## config.mk

```make
export PLATFORM = sky130hd
export DESIGN_NAME = serial_mag_comp_flat
export DESIGN_NICKNAME = d
export VERILOG_FILES = /design/src/rtl/serial_mag_comp_if.sv /design/src/rtl/serial_mag_comp.sv /design/src/flat_wrapper.sv
export SDC_FILE = /design/constraint.sdc
export NUM_CORES = 1
export LEC_CHECK = 0
export CELL_PAD_IN_SITES_DETAIL_PLACEMENT = 0
export CELL_PAD_IN_SITES_GLOBAL_PLACEMENT = 1
export CORE_AREA = 5 5 59 61
export CTS_BUF_LIST = sky130_fd_sc_hd__clkbuf_4
export DETAILED_ROUTE_END_ITERATION = 8
export DIE_AREA = 0 0 64 66
export GPL_TIMING_DRIVEN = 0
export PLACE_DENSITY_LB_ADDON = 0.1
export SYNTH_ARGS = -nofsm -noshare
export SYNTH_HDL_FRONTEND = slang
export SYNTH_SLANG_ARGS = --single-unit
```

## constraint.sdc

```tcl
create_clock -name clk -period 4.95 [get_ports clk]
set_clock_uncertainty 0.15 [all_clocks]
set_input_delay 0.99 -clock clk [delete_from_list [all_inputs] [get_ports clk]]
set_output_delay 0.99 -clock clk [all_outputs]
set_load 0.1 [all_outputs]
```

## src/rtl/serial_mag_comp_if.sv

```systemverilog
// Operand/result bundle for the bit-serial magnitude comparator.
// The requester drives start/A/B; the comparator returns status and flags.
interface serial_mag_comp_if #(
  parameter int WIDTH = 8
);
  logic             start;
  logic [WIDTH-1:0] A;
  logic [WIDTH-1:0] B;
  logic             busy;
  logic             done;
  logic             Eq;
  logic             Le;
  logic             Gt;

  modport master (
    output start, A, B,
    input  busy, done, Eq, Le, Gt
  );

  modport slave (
    input  start, A, B,
    output busy, done, Eq, Le, Gt
  );
endinterface

```

## src/rtl/serial_mag_comp.sv

```systemverilog
// Bit-serial unsigned magnitude comparator: walks the operands MSB first,
// one bit pair per cycle, and stops at the first differing pair.
module serial_mag_comp #(
  parameter int WIDTH = 8
) (
  input  logic               clk,
  input  logic               rst_n,
  serial_mag_comp_if.slave   bus
);

  localparam int IDX_W = $clog2(WIDTH);
  localparam logic [IDX_W-1:0] IDX_TOP = IDX_W'(WIDTH - 1);

  typedef enum logic [1:0] {
    IDLE    = 2'd0,
    COMPARE = 2'd1,
    DONE    = 2'd2
  } state_t;

  state_t           state, state_nxt;
  logic [WIDTH-1:0] a_sh, a_sh_nxt;
  logic [WIDTH-1:0] b_sh, b_sh_nxt;
  logic [IDX_W-1:0] idx, idx_nxt;
  logic             eq_q, eq_nxt;
  logic             lt_q, lt_nxt;
  logic             gt_q, gt_nxt;

  // The operands are shifted left each equal cycle, so the bit under test
  // is always the top bit and no variable bit-select is needed.
  logic bit_a, bit_b, bit_eq, bit_lt, bit_gt;

  assign bit_a  = a_sh[WIDTH-1];
  assign bit_b  = b_sh[WIDTH-1];
  assign bit_eq = ~(bit_a ^ bit_b);
  assign bit_lt = ~bit_a & bit_b;
  assign bit_gt = bit_a & ~bit_b;

  always_ff @(posedge clk or negedge rst_n) begin
    if (!rst_n) begin
      state <= IDLE;
      a_sh  <= '0;
      b_sh  <= '0;
      idx   <= '0;
      eq_q  <= 1'b0;
      lt_q  <= 1'b0;
      gt_q  <= 1'b0;
    end else begin
      state <= state_nxt;
      a_sh  <= a_sh_nxt;
      b_sh  <= b_sh_nxt;
      idx   <= idx_nxt;
      eq_q  <= eq_nxt;
      lt_q  <= lt_nxt;
      gt_q  <= gt_nxt;
    end
  end

  always_comb begin
    state_nxt = state;
    a_sh_nxt  = a_sh;
    b_sh_nxt  = b_sh;
    idx_nxt   = idx;
    eq_nxt    = eq_q;
    lt_nxt    = lt_q;
    gt_nxt    = gt_q;

    case (state)
      IDLE: begin
        if (bus.start) begin
          a_sh_nxt  = bus.A;
          b_sh_nxt  = bus.B;
          idx_nxt   = IDX_TOP;
          eq_nxt    = 1'b0;
          lt_nxt    = 1'b0;
          gt_nxt    = 1'b0;
          state_nxt = COMPARE;
        end
      end

      COMPARE: begin
        if (bit_gt) begin
          gt_nxt    = 1'b1;
          state_nxt = DONE;
        end else if (bit_lt) begin
          lt_nxt    = 1'b1;
          state_nxt = DONE;
        end else if (bit_eq && (idx == '0)) begin
          eq_nxt    = 1'b1;
          state_nxt = DONE;
        end else begin
          // Index stops at zero; the branch above exits before it could wrap.
          idx_nxt  = idx - 1'b1;
          a_sh_nxt = {a_sh[WIDTH-2:0], 1'b0};
          b_sh_nxt = {b_sh[WIDTH-2:0], 1'b0};
        end
      end

      DONE: begin
        state_nxt = IDLE;
      end

      default: begin
        state_nxt = IDLE;
      end
    endcase
  end

  assign bus.busy = (state == COMPARE);
  assign bus.done = (state == DONE);
  assign bus.Eq   = eq_q;
  assign bus.Le   = lt_q;
  assign bus.Gt   = gt_q;

endmodule

```

## src/flat_wrapper.sv

```systemverilog
// flat-port wrapper written by rule: the top's interface ports become plain ports
module serial_mag_comp_flat 
#(
  parameter int WIDTH = 8
)
  (clk, rst_n, bus_start, bus_A, bus_B, bus_busy, bus_done, bus_Eq, bus_Le, bus_Gt);
  serial_mag_comp_if #(.WIDTH(WIDTH)) bus_i ();
  input  logic clk;
  input  logic rst_n;
  input wire logic [$bits(bus_i.start)-1:0] bus_start;
  input wire logic [$bits(bus_i.A)-1:0] bus_A;
  input wire logic [$bits(bus_i.B)-1:0] bus_B;
  output wire logic [$bits(bus_i.busy)-1:0] bus_busy;
  output wire logic [$bits(bus_i.done)-1:0] bus_done;
  output wire logic [$bits(bus_i.Eq)-1:0] bus_Eq;
  output wire logic [$bits(bus_i.Le)-1:0] bus_Le;
  output wire logic [$bits(bus_i.Gt)-1:0] bus_Gt;
  assign bus_i.start = bus_start;
  assign bus_i.A = bus_A;
  assign bus_i.B = bus_B;
  assign bus_busy = bus_i.busy;
  assign bus_done = bus_i.done;
  assign bus_Eq = bus_i.Eq;
  assign bus_Le = bus_i.Le;
  assign bus_Gt = bus_i.Gt;
  serial_mag_comp #(.WIDTH(WIDTH)) u_core (.clk(clk), .rst_n(rst_n), .bus(bus_i));
endmodule
```

==> out/results.ini <==
[status]
status=finished clean

[global_route]
grt_pass1_vias=860
track_usage_pct=12.4
antenna_found_initial=0
gr-total-overflow=0
grt_pass1_wl_um=4060
grt_max_degree=25

[routing]
wl_um=2180
firstDrtPassIters=4
drtIter0Drc=45
wl_per_cell_um=14.4
vias_per_cell=5.09
ant_nets=0
vias=774
drc=0

[final_layout]
diodes=0
final_common_cell=dfrtp_1
final_layout_size_suffix_gt1_share_pct=30.3
nets=143
final_cell_count_no_fill=152
layout_common_cells=dfrtp_1, clkdlybuf4s50_1, mux2_2
stdcell_area_mm2=0.00156
post-route-util_pct=53.2
area_growth_pct=23.6

[sta]
relSlewSlack_pct=29.8
setup_violations=0
period_share_pct=72.9
timing.hold.ws_ns=0.357
timing.setup.tns_ns=0
clock.fmax_mhz=277
min_period_ns=3.61
finalHoldViolations=0
final_max_slew_viol_count=0
worst_slew_pin_slew_ns=1.05
rsz0062_at_grt=false

[place]
portBuffers=23
place_inst=148
dp_hpwl_um=1590
place_congestion=0.718
dpl_cell_area_mm2=0.00153

[power]
power_density_mw_per_mm2=689
leakage_nw=0.698
peakVddDrop_mv=0.412

[logic_synthesis]
syn_area_per_cell_um2=13.7
syn_area_mm2=0.00126
yosysWarnings=0
synth_cell_types=25
synth-seq-cells=24
mappedNetlistNets=115
syn_inst=92
seq_area_frac_synth_pct=47.7

[clock_network]
cts_root_buffer=clkbuf_4
post_cts.repair.setup_buffers=0
cts_resized=0
clock-sinks=24
htreeDepth=1
clk_latency_ns=0.31
tritoncts=done
cts_max_path_buffers=2
cts_hold_buf=0
clkSlewWorstSetupHoldPaths_ns=0.13
numCtsBuffers=3

[floorplan]
coreArea_mm2=0.00293
ios=24
rows=20
start_util_pct=43.0
die_y_um=66
die-area_mm2=0.00422
die_w_um=64

[critical_path]
critPathKind=reg -> out
timing.rr.end=u_core.b_sh[5]
endpoint_kind=output port
critPathCapture=bus_busy
reg2reg_slack_ns=2.88
crit_start=u_core.state[0]
arrival_ns=2.47
ff2ff_path_depth=7
r2r-start=u_core.a_sh[7]
critPathMaxFanout=10
start_kind=flop
required_ns=3.81

[run]
max_cap_viol_count=0

[worst_hold_path]
hold_class=reg -> reg

[layer usage]
layer | up-vias | track usage (%) | share of wire [%]
met3 | 5 | 2.89 | 5.3
met1 | 379 | 15.7 | 46
li1 | 373 | - | -
met4 | 0 | 5.45 | 2.2
met5 | - | 0 | 0
met2 | 17 | 19.8 | 47
[per-stage QoR]
stage / total power, W / setup slack (ns)
6_report: 0.00107 / 1.34
5_1_grt: 0.00116 / 1.22
4_1_cts: 0.00109 / 1.31
3_5_place_dp: 0.000999 / 1.68
3_3_place_gp: 0.000986 / 1.71
2_1_floorplan: 0.000874 / 1.98
[worst max-delay path, cell delays in order (launching register included)]
cell             delay, ns
dfrtp_1               0.48
nor2b_2               0.19
buf_6                 0.16
buf_6                 0.17
clkdlybuf4s50_1       1.14
[layout make-up]
class | instances | area [µm²]
clock buffers | 3 | 22.5
well taps | 33 | 41.3
flip-flops and latches | 24 | 601
clock inverters | 1 | 3.75
plain buffers | 3 | 42.5
fillers | 268 | 1370
repair buffers | 23 | 230
inverters | 7 | 28.8
multi-input cells | 58 | 588
[synthesized netlist by cell type]
library cell | count | area [µm²]
dfrtp_1 | 24 | 601
mux2_2 | 16 | 180
mux2_4 | 9 | 135
inv_1 | 6 | 22.5
a21oi_1 | 4 | 20.0
ha_1 | 4 | 50.1
mux2i_1 | 4 | 40.0
nand2_1 | 3 | 11.3
nor2_1 | 3 | 11.3
a22o_1 | 2 | 17.5
buf_6 | 2 | 22.5
o21ai_0 | 2 | 10.0
and3b_1 | 1 | 8.76
buf_12 | 1 | 20.0
inv_4 | 1 | 6.26
nand2b_1 | 1 | 6.26
nand3_1 | 1 | 5.00
nor2b_1 | 1 | 6.26
nor2b_2 | 1 | 8.76
nor3b_1 | 1 | 7.51
nor3b_2 | 1 | 12.5
nor4b_4 | 1 | 23.8
o211a_1 | 1 | 10.0
o2bb2ai_2 | 1 | 15.0
o31a_1 | 1 | 8.76
[power breakdown]
part / internal [W] / leakage (nW) / switching [W] / total (W)
Clock: 0.0000295 / 0.0154 / 0.0000588 / 0.0000883
Sequential: 0.000289 / 0.285 / 0.0000560 / 0.000345
Combinational: 0.000331 / 0.397 / 0.000309 / 0.000639
Total: 0.000650 / 0.698 / 0.000424 / 0.00107
[flip-flops by register name, summed over array words and instances, names as in the netlist]
register and count:
u_core.idx 3, u_core.bus.Le 1, u_core.state 2, u_core.a_sh 8, u_core.bus.Eq 1, u_core.bus.Gt 1, u_core.b_sh 8
[cells by family (layout without fill, tap and decap cells)]
kind of cell,count (synthesis),in the layout,share of synthesized area [%]
DFF,24,24,47.7
muxes,29,29,28.2
and+or+nand+nor,14,14,8.04
adders and majority gates,4,4,3.97
AOI/OAI and AO/OA,11,11,6.45
buffers and inverters,10,37,5.66
[worst min path at each step]
stage | startpoint | endpoint | slack [ns] | depth (start not counted)
floorplan | u_core.b_sh[0] | u_core.b_sh[0] | 0.31 | 1
global placement | u_core.b_sh[0] | u_core.b_sh[0] | 0.33 | 1
detailed placement | u_core.b_sh[0] | u_core.b_sh[0] | 0.34 | 1
CTS | u_core.b_sh[0] | u_core.b_sh[0] | 0.37 | 1
global route | u_core.a_sh[6] | u_core.a_sh[6] | 0.38 | 1
finish | u_core.b_sh[0] | u_core.b_sh[0] | 0.36 | 1
Power figures use the tool's default switching activity.
